**src/rtl/apb_req_arbiter.sv**
```systemverilog
`default_nettype none
// ----------------------------------------------------------------------------
// apb_req_arbiter : round-robin arbiter sharing one APB master port between
//                   two level-request clients (APB_ARB_ADDR_CHECK_EN adds an
//                   address window check on 0x1000_0000-0x1000_3FFF).
// Revision: 1.0
// ----------------------------------------------------------------------------
module apb_req_arbiter #(
  parameter int ADDR_W = 32
) (
  input  logic              PCLK,
  input  logic              PRESET,
  input  logic              req0,
  input  logic              req1,
  input  logic [ADDR_W-1:0] addr0,
  input  logic [ADDR_W-1:0] addr1,
  input  logic [ADDR_W-1:0] wdata0,
  input  logic [ADDR_W-1:0] wdata1,
  input  logic              write0,
  input  logic              write1,
  output logic              done0,
  output logic              done1,
  output logic [ADDR_W-1:0] rdata0,
  output logic [ADDR_W-1:0] rdata1,
  output logic              err0,
  output logic              err1,
  output logic              transfer,
  output logic [ADDR_W-1:0] m_addr,
  output logic [ADDR_W-1:0] m_wdata,
  output logic              m_write,
  input  logic              m_ready,
  input  logic [ADDR_W-1:0] m_rdata
);

  typedef enum logic [2:0] {
    IDLE   = 3'd0,
    ISSUE  = 3'd1,
    SETUP  = 3'd2,
    ACCESS = 3'd3,
    DONE   = 3'd4
  } state_e;

  state_e            state_q, state_d;
  logic              gnt_q, gnt_d;
  logic              prio_q, prio_d;
  logic [ADDR_W-1:0] addr_q, addr_d;
  logic [ADDR_W-1:0] wdata_q, wdata_d;
  logic              write_q, write_d;
  logic [ADDR_W-1:0] rdata0_q, rdata0_d;
  logic [ADDR_W-1:0] rdata1_q, rdata1_d;

  logic              sel;
  logic [ADDR_W-1:0] sel_addr;
  logic              addr_ok;

  // prio_q names the requester that wins when both are asking
  assign sel      = (req0 & req1) ? prio_q : req1;
  assign sel_addr = sel ? addr1 : addr0;

`ifdef APB_ARB_ADDR_CHECK_EN
  localparam logic [ADDR_W-1:0] WIN_LO = ADDR_W'(32'h1000_0000);
  localparam logic [ADDR_W-1:0] WIN_HI = ADDR_W'(32'h1000_3FFF);

  logic err0_q, err0_d;
  logic err1_q, err1_d;

  assign addr_ok = (sel_addr >= WIN_LO) && (sel_addr <= WIN_HI);
  assign err0    = err0_q;
  assign err1    = err1_q;
`else
  assign addr_ok = 1'b1;
  assign err0    = 1'b0;
  assign err1    = 1'b0;
`endif

  always_comb begin
    state_d  = state_q;
    gnt_d    = gnt_q;
    prio_d   = prio_q;
    addr_d   = addr_q;
    wdata_d  = wdata_q;
    write_d  = write_q;
    rdata0_d = rdata0_q;
    rdata1_d = rdata1_q;
`ifdef APB_ARB_ADDR_CHECK_EN
    err0_d   = err0_q;
    err1_d   = err1_q;
`endif
    case (state_q)
      IDLE: begin
        if (req0 | req1) begin
          gnt_d   = sel;
          addr_d  = sel_addr;
          wdata_d = sel ? wdata1 : wdata0;
          write_d = sel ? write1 : write0;
          // A rejected address skips the bus entirely and completes next cycle
          state_d = addr_ok ? ISSUE : DONE;
`ifdef APB_ARB_ADDR_CHECK_EN
          if (sel) err1_d = ~addr_ok;
          else     err0_d = ~addr_ok;
`endif
        end
      end
      ISSUE:  state_d = SETUP;
      SETUP:  state_d = ACCESS;
      ACCESS: begin
        if (m_ready) begin
          if (!write_q) begin
            if (gnt_q) rdata1_d = m_rdata;
            else       rdata0_d = m_rdata;
          end
          state_d = DONE;
        end
      end
      DONE: begin
        prio_d  = ~gnt_q;
        state_d = IDLE;
      end
      default: state_d = IDLE;
    endcase
  end

  always_ff @(posedge PCLK or posedge PRESET) begin
    if (PRESET) begin
      state_q  <= IDLE;
      gnt_q    <= 1'b0;
      prio_q   <= 1'b0;
      addr_q   <= '0;
      wdata_q  <= '0;
      write_q  <= 1'b0;
      rdata0_q <= '0;
      rdata1_q <= '0;
`ifdef APB_ARB_ADDR_CHECK_EN
      err0_q   <= 1'b0;
      err1_q   <= 1'b0;
`endif
    end else begin
      state_q  <= state_d;
      gnt_q    <= gnt_d;
      prio_q   <= prio_d;
      addr_q   <= addr_d;
      wdata_q  <= wdata_d;
      write_q  <= write_d;
      rdata0_q <= rdata0_d;
      rdata1_q <= rdata1_d;
`ifdef APB_ARB_ADDR_CHECK_EN
      err0_q   <= err0_d;
      err1_q   <= err1_d;
`endif
    end
  end

  assign transfer = (state_q == ISSUE);
  assign done0    = (state_q == DONE) & ~gnt_q;
  assign done1    = (state_q == DONE) &  gnt_q;
  assign m_addr   = addr_q;
  assign m_wdata  = wdata_q;
  assign m_write  = write_q;
  assign rdata0   = rdata0_q;
  assign rdata1   = rdata1_q;

endmodule
`default_nettype wire
```
**config.mk**
```make
export PLATFORM = sky130hd
export DESIGN_NAME = apb_req_arbiter
export DESIGN_NICKNAME = d
export VERILOG_FILES = /design/src/rtl/apb_req_arbiter.sv
export SDC_FILE = /design/constraint.sdc
export NUM_CORES = 1
export LEC_CHECK = 0
export CORE_MARGIN = 1
export CORE_UTILIZATION = 30
export DETAILED_ROUTE_END_ITERATION = 10
export PLACE_DENSITY_LB_ADDON = 0.3
export SLEW_MARGIN = 30
export SYNTH_ARGS = -nofsm -noshare
export SYNTH_HDL_FRONTEND = slang
export SYNTH_SLANG_ARGS = --single-unit
export TNS_END_PERCENT = 5
```
**constraint.sdc**
```tcl
create_clock -name PCLK -period 12.8 [get_ports PCLK]
set_input_delay 2.56 -clock PCLK [delete_from_list [all_inputs] [get_ports PCLK]]
set_output_delay 2.56 -clock PCLK [all_outputs]
set_load 0.02 [all_outputs]
```
==> results of run 1 <==
[worst max-delay path, stage by stage (launching register included)]
cell and delay (ns):
dfrtp_1 0.46, nor2_1 0.29, and3_1 0.23, clkdlybuf4s50_1 0.64
[kinds of logic (layout without fill, tap and decap cells)]
| logic type | count (synthesis) | count (layout) | share of synthesized area |
|---|---|---|---|
| simple gates | 86 | 86 | 0.0961 |
| buf+inv | 41 | 341 | 0.0388 |
| compound gates | 67 | 67 | 0.134 |
| other cells | 1 | 2 | 0.000673 |
| flops | 134 | 134 | 0.601 |
| mux | 64 | 64 | 0.129 |
[metal layers]
layer / GRT usage / up-vias / wire, um
li1: - / 2088 / -
met1: 0.216 / 2151 / 6710
met2: 0.281 / 211 / 7770
met3: 0.0617 / 43 / 1450
met4: 0.0940 / 0 / 603
met5: 0 / - / 0
[flip-flops by register name, indices dropped and copies added, names as in the netlist]
register,cells
m_wdata,32
prio_q,1
state_q,3
rdata1,32
rdata0,32
gnt_q,1
m_addr,32
m_write,1
[area by class of cell]
cell class | instances | area (um^2) | area share
Tap cell | 229 | 287 | 0.0307
Multi-Input combinational cell | 219 | 2020 | 0.217
Clock buffer | 21 | 470 | 0.0505
Inverter | 3 | 16.3 | 0.00175
Timing Repair Buffer | 306 | 3050 | 0.327
Sequential cell | 134 | 3350 | 0.360
Clock inverter | 11 | 124 | 0.0133
[final timing paths]
| kind | end | slack, ns | from | cells past startpoint |
|---|---|---|---|---|
| min in group asynchronous | rdata0[3] | 2.61 | PRESET | 2 |
| setup / recovery | done1 | 8.22 | state_q[1] | 3 |
| max in group asynchronous | m_write | 8.87 | PRESET | 3 |
| hold reg to reg | rdata0[8] | 0.49 | rdata0[8] | 1 |
| hold / removal | rdata0[8] | 0.49 | rdata0[8] | 1 |
| setup reg to reg | m_addr[31] | 10.52 | state_q[1] | 4 |
[cells in the final DEF (no fill, tap or decap), types with 2 or more instances in the layout]
cell type and count:
nor2_1 5, dfrtp_1 134, mux2_1 15, clkinvlp_4 3, buf_4 7, clkinv_2 3
or3_1 66, nand4b_1 2, nand2_1 3, clkdlybuf4s50_1 298, and3_1 2, clkbuf_8 3
mux2_2 49, bufinv_16 2, nor3_1 2, o221a_2 65, clkbuf_16 17, inv_6 2
conb_1 2, clkinv_4 2, inv_1 2
[power by group]
| group | switching (mW) | total (mW) | internal (mW) |
|---|---|---|---|
| combinational | 0.488 | 1.08 | 0.590 |
| sequential | 0.119 | 0.742 | 0.623 |
| clock | 0.185 | 0.487 | 0.303 |
[through the flow]
| step | utilization | hold WS (ns) | instances | setup slack, ns | instance area, um^2 |
|---|---|---|---|---|---|
| final | 0.515 | 0.488 | 923 | 8.22 | 9320 |
| after global routing | 0.515 | 0.505 | 923 | 8.08 | 9320 |
| after CTS | 0.515 | 0.495 | 923 | 8.20 | 9320 |
| after detailed placement | 0.482 | 0.482 | 891 | 8.16 | 8720 |
| after global placement | 0.482 | 0.474 | 890 | 7.72 | 8710 |
| after floorplan | - | 0.468 | 394 | 6.66 | 5580 |
==> out/results.ini, run 1 <==
[sta]
drv_slew=0
hold_viol=0
slew_headroom=0.439
fin_tns_setup_ns=0
fmax_mhz=218
tightestPinTransition_ns=0.841
rsz0062_at_grt=no
fin_crit_sh=0.358
period_needed_ns=4.58
setup_violations=0
clock_skew_ns=0.0101

[floorplanning]
fp.dieH_um=138
rows=49
ios=301
die_x_um=138
start_util=0.308
core_area_um2=18100
fp.dieArea_um2=19100

[place]
gp_congestion=0.759
port_buffers=298
hpwl_um=11700

[setup_path]
startpoint_type=flop
cp.arrival_ns=2.02
crit_fanout=8
critPathRequiredTime_ns=10.24
worst-setup-path-type=flop to output port
end_kind=output port

[clock_network]
cts_setup_buffers=0
cts.clk_slew.worst_paths_ns=0.06
cts_buffers=17
cts_tree=done
worstSkewPairLatency_ns=0.41
cts-root-buf=clkbuf_16
cts_sinks=134
cts-resized-gates=0
cts_hold_buffers=0
htreeDepth=4
clockBufferDepth=2

[power_and_ir_drop]
power_density_nw_per_um2=248
worst_ir_drop_vdd_mv=0.126
finalPower_mw=2.31
leakagePower_nw=3.68

[finish]
diodes=0
area_growth_syn_to_layout_pct=67.1
finalNetCount=848
drive_gt1_frac=0.226
fillers=1538

[global_routing]
track_usage=0.179
grt_start_max_net_pins=71
grt_first_pass_wirelength_um=26600
grt_pass1_vias=4846
antenna_found_initial=0
grt-ovfl-total=0

[logic_synthesis]
ys_ff_latch=134
ys_top_cells_by_count=134 x dfrtp_1, 66 x or3_1, 65 x o221a_2, 49 x mux2_2, 19 x clkbuf_1
synth_edf_count=0
synth_cells=393
synth_warnings=0
yosysTopAreaCell=dfrtp_1
async_flop_share=1.00
synth.distinct_cells=25
yosysMostFrequentCell=dfrtp_1
synth_top_area_frac=0.601
syn_avg_cell_area_um2=14.2
synth.area.top_cells=dfrtp_1 60%, o221a_2 13%, mux2_2 9.9%
synthesis.area_um2=5580
ys_seq_area_frac=0.601
ys.flop_type=dfrtp_1

[job]
maxCapViolations=0

[outcome]
status=complete, but fails checks
violations=design-rule violations

[detailed_routing]
routed_wirelength_um=16500
dr.pass1.iters=7
vias=4493
initialDrtViolationCount=176
wl_per_cell_um=17.9
drc=34
ant_nets=0
vias_per_cell=4.87

[hold_path]
holdCritPathClass=flop to flop

Note: power is estimated with default switching activity, not from simulation.
==> run 2, diff against run 1 <==
- clock period: 12.8 -> 3.7 ns (I/O delays scaled with it)
==> out/results.ini, run 2 (synthesis results as in run 1) <==
[outcome]
status=complete, but fails checks
violations=design-rule violations

[setup_path]
cp.arrival_ns=1.99
end_kind=output port
crit_fanout=8
startpoint_type=flop
critPathRequiredTime_ns=2.96
worst-setup-path-type=flop to output port

[sta]
fin_tns_setup_ns=0
hold_viol=0
period_needed_ns=2.73
drv_slew=0
setup_violations=0
fin_crit_sh=0.738
fmax_mhz=366
tightestPinTransition_ns=0.749
rsz0062_at_grt=no
slew_headroom=0.500
clock_skew_ns=0.0108

[finish]
area_growth_syn_to_layout_pct=68.0
final_common_cell=clkdlybuf4s50_1
diodes=0
drive_gt1_frac=0.226
multi_input_area_um2=2020
postLayoutCoreUtil=0.518
final_cell_mix=298 x clkdlybuf4s50_1, 134 x dfrtp_1, 66 x or3_1
finalNetCount=848
seq_area_um2=3350
fillers=1543

[power_and_ir_drop]
finalPower_mw=8.04
power_density_nw_per_um2=858
leakagePower_nw=3.69
worst_ir_drop_vdd_mv=0.407

[clock_network]
cts_hold_buffers=0
cts-resized-gates=0
cts_setup_buffers=0
cts-root-buf=clkbuf_16
cts_sinks=134
cts_buffers=17
cts.clk_slew.worst_paths_ns=0.06
cts_tree=done
worstSkewPairLatency_ns=0.42
clockBufferDepth=2
htreeDepth=4

[hold_path]
holdCritPathClass=flop to flop

[global_routing]
antenna_found_initial=0
track_usage=0.182
grt-ovfl-total=0
grt_start_max_net_pins=67
grt_pass1_vias=4959
grt_first_pass_wirelength_um=27400

[detailed_routing]
vias=4556
wl_per_cell_um=18.0
ant_nets=0
vias_per_cell=4.94
routed_wirelength_um=16600
drc=36
dr.pass1.iters=7
initialDrtViolationCount=160

[place]
port_buffers=298
gp_congestion=0.741
hpwl_um=11600

[floorplanning]
start_util=0.308
fp.dieArea_um2=19100
core_area_um2=18100
die_x_um=138
rows=49
fp.dieH_um=138
ios=301

[job]
maxCapViolations=0

run 2: cell types whose count changed in the layout (fill, tap and decap cells not counted), moves of 2 or more:
| cell | before | now |
|---|---|---|
| clkinvlp_4 | 3 | 5 |
| buf_4 | 7 | 5 |
| buf_12 | 0 | 3 |
| clkinv_4 | 2 | 0 |
run 2: final cells by class:
cell class | count | area share
Clock inverter | 11 | 0.0158
Timing Repair Buffer | 306 | 0.329
Inverter | 3 | 0.00160
Tap cell | 229 | 0.0306
Sequential cell | 134 | 0.358
Clock buffer | 21 | 0.0492
Multi-Input combinational cell | 219 | 0.216
run 2: metal layers:
layer  share of wire  wire length (um)  global-route usage  up-vias
met5               0                 0                   0        -
met4           0.030               505              0.0840        0
met3           0.089              1480              0.0696       35
met2            0.49              8080               0.302      215
met1            0.39              6570               0.208     2223
li1                -                 -                   -     2083
run 2: final timing paths:
kind | from | end | slack [ns] | depth (start not counted)
worst max-delay path | state_q[1] | done1 | 0.97 | 3
worst min-delay path | rdata0[27] | rdata0[27] | 0.49 | 1
worst max register to register | state_q[2] | m_wdata[18] | 1.59 | 3
worst min register to register | rdata0[27] | rdata0[27] | 0.49 | 1
max in group asynchronous | PRESET | m_wdata[5] | 2.24 | 4
min in group asynchronous | PRESET | m_addr[19] | 0.70 | 2
run 2: stage by stage:
stage	area (um^2)	setup WS, ns	std cells	hold WS [ns]
after detailed placement	8740	0.916	890	0.483
after CTS	9350	0.940	922	0.496
after floorplan	5580	1.29	394	0.468
final	9370	0.968	923	0.494
after global routing	9370	0.825	923	0.514
after global placement	8740	0.968	890	0.473
run 2: worst max-delay path, stage by stage, from the launching register on:
cell and delay, ns:
dfrtp_1 0.46, nor2_1 0.26, and3_1 0.23, clkdlybuf4s50_1 0.63
run 2: where the power goes:
group,internal [mW],total (mW),switching [mW]
clock network,1.10,1.74,0.640
logic,2.04,3.74,1.70
registers,2.16,2.56,0.409
total,5.29,8.04,2.75
==> run 3, diff against run 2 <==
- clock period: 3.7 -> 2.3 ns (I/O delays scaled with it)
==> out/results.ini, run 3 (synthesis results as in run 1) <==
[outcome]
status=complete, but fails checks
violations=design-rule violations

[clock_network]
clockBufferDepth=2
cts_setup_buffers=0
worstSkewPairLatency_ns=0.41
cts-root-buf=clkbuf_16
cts_tree=done
cts_buffers=17
cts_sinks=134
cts.clk_slew.worst_paths_ns=0.06
htreeDepth=4

[sta]
period_needed_ns=2.11
fin_ws_ns=0.186
fmax_mhz=473
setup_violations=0
fin_tns_setup_ns=0
hold_viol=0
slew_headroom=0.645
tightestPinTransition_ns=0.533
clock_skew_ns=0.00689
rsz0062_at_grt=no
fin_crit_sh=0.919
drv_slew=0

[power_and_ir_drop]
worst_ir_drop_vdd_mv=0.561
finalPower_mw=13.0
leakagePower_nw=3.77
combPwrFrac=0.468
pwr-share-seq=0.319
clockPowerShare=0.214
power_density_nw_per_um2=1370
internal-power_mw=8.53
p_sw_mw=4.46
switching_share=0.343

[setup_path]
worst-path-buf-inv=1
startpoint_type=flop
reg2reg_slack_ns=0.34
cp.arrival_ns=1.65
worst-setup-path-type=flop to output port
end_kind=output port
path_cells=nor2_1, and3_1, dlygate4sd2_1
crit_fanout=8
crit_slowest_cell=dfrtp_1
slowest_delay_ns=0.48
cp-startpoint=state_q[1]
reg2regPathDepth=4
r2r-start=state_q[2]
crit_family=flip-flops
r2r_end=m_wdata[0]
critPathRequiredTime_ns=1.84

[finish]
diodes=0
finalNetCount=853
drive_gt1_frac=0.233
postLayoutCoreUtil=0.523
final_cell_mix=295 x clkdlybuf4s50_1, 134 x dfrtp_1, 66 x or3_1
final_common_cell=clkdlybuf4s50_1
area_growth_syn_to_layout_pct=69.8

[global_routing]
grt_pass1_vias=4958
grt_start_max_net_pins=66
grt-ovfl-total=0
antenna_found_initial=0
grt_first_pass_wirelength_um=27000
track_usage=0.180

[detailed_routing]
drc=36
vias=4602
dr.pass1.iters=7
routed_wirelength_um=16600
initialDrtViolationCount=204
ant_nets=0
wl_per_cell_um=17.9
vias_per_cell=4.96

[floorplanning]
fp.dieArea_um2=19100
rows=49
start_util=0.308
core_area_um2=18100
fp.dieH_um=138
ios=301
die_x_um=138

[place]
port_buffers=298
hpwl_um=12000
gp_congestion=0.728
pre_cts_ws_ns=0.0212

[job]
maxCapViolations=0

[hold_path]
holdCritPathClass=input port to async pin

==> run 3: cell count changes in the layout (fill, tap and decap cells not counted), sizes merged <==
cell	change
buf	+5
clkinv	+5
clkbuf	-3
clkdlybuf4s50	-3
clkinvlp	-2
dlygate4sd2	+2
dlymetal6s2s	+1
==> run 3: power groups by stage <==
stage / registers [mW] / clock network (mW) / logic [mW]
after floorplan: 5.36 / 0 / 1.91
after global placement: 4.13 / 0 / 6.04
after detailed placement: 4.14 / 0 / 6.15
after CTS: 4.14 / 2.85 / 6.13
after global routing: 4.29 / 2.96 / 6.41
final: 4.14 / 2.78 / 6.07
==> run 3: worst max-delay path by stage <==
stage,end,slack [ns],cells after the start
2_1_floorplan,gnt_q,0.17,1
3_3_place_gp,m_addr[0],0.06,5
3_5_place_dp,m_wdata[0],0.02,5
4_1_cts,transfer,0.006,2
5_1_grt,done1,0.09,3
6_report,done1,0.19,3
==> run 3: layer usage <==
| metal | track usage | vias to the layer above | share of wire |
|---|---|---|---|
| li1 | - | 2092 | - |
| met5 | 0 | - | 0 |
| met3 | 0.0634 | 31 | 0.087 |
| met2 | 0.298 | 219 | 0.49 |
| met4 | 0.0751 | 0 | 0.026 |
| met1 | 0.213 | 2260 | 0.40 |
==> run 3: final cells by class <==
type	instances	area, um^2
tap	229	287
inverter	3	15.0
multi-input combinational	219	2020
clock inverter	14	176
fill	1518	8620
timing repair buffer	311	3180
sequential	134	3350
clock buffer	18	429
==> run 3: metrics by stage <==
stage | std cells | cell area, um^2 | hold slack (ns)
2_1_floorplan | 394 | 5580 | 0.468
3_3_place_gp | 896 | 8860 | 0.473
3_5_place_dp | 896 | 8860 | 0.481
4_1_cts | 928 | 9460 | 0.430
5_1_grt | 928 | 9470 | 0.443
6_report | 928 | 9470 | 0.433
==> run 3: worst register-to-register path: stages (launching register included) <==
cell,delay (ns)
dfrtp_1,0.50
or4b_4,0.63
buf_12,0.19
or3_1,0.39
o221a_2,0.14
==> run 3: timing repair <==
item | CTS | global route
gates resized for setup | 2 | 1
setup endpoints to repair | 2 | 1
hold buffers | 0 | 0
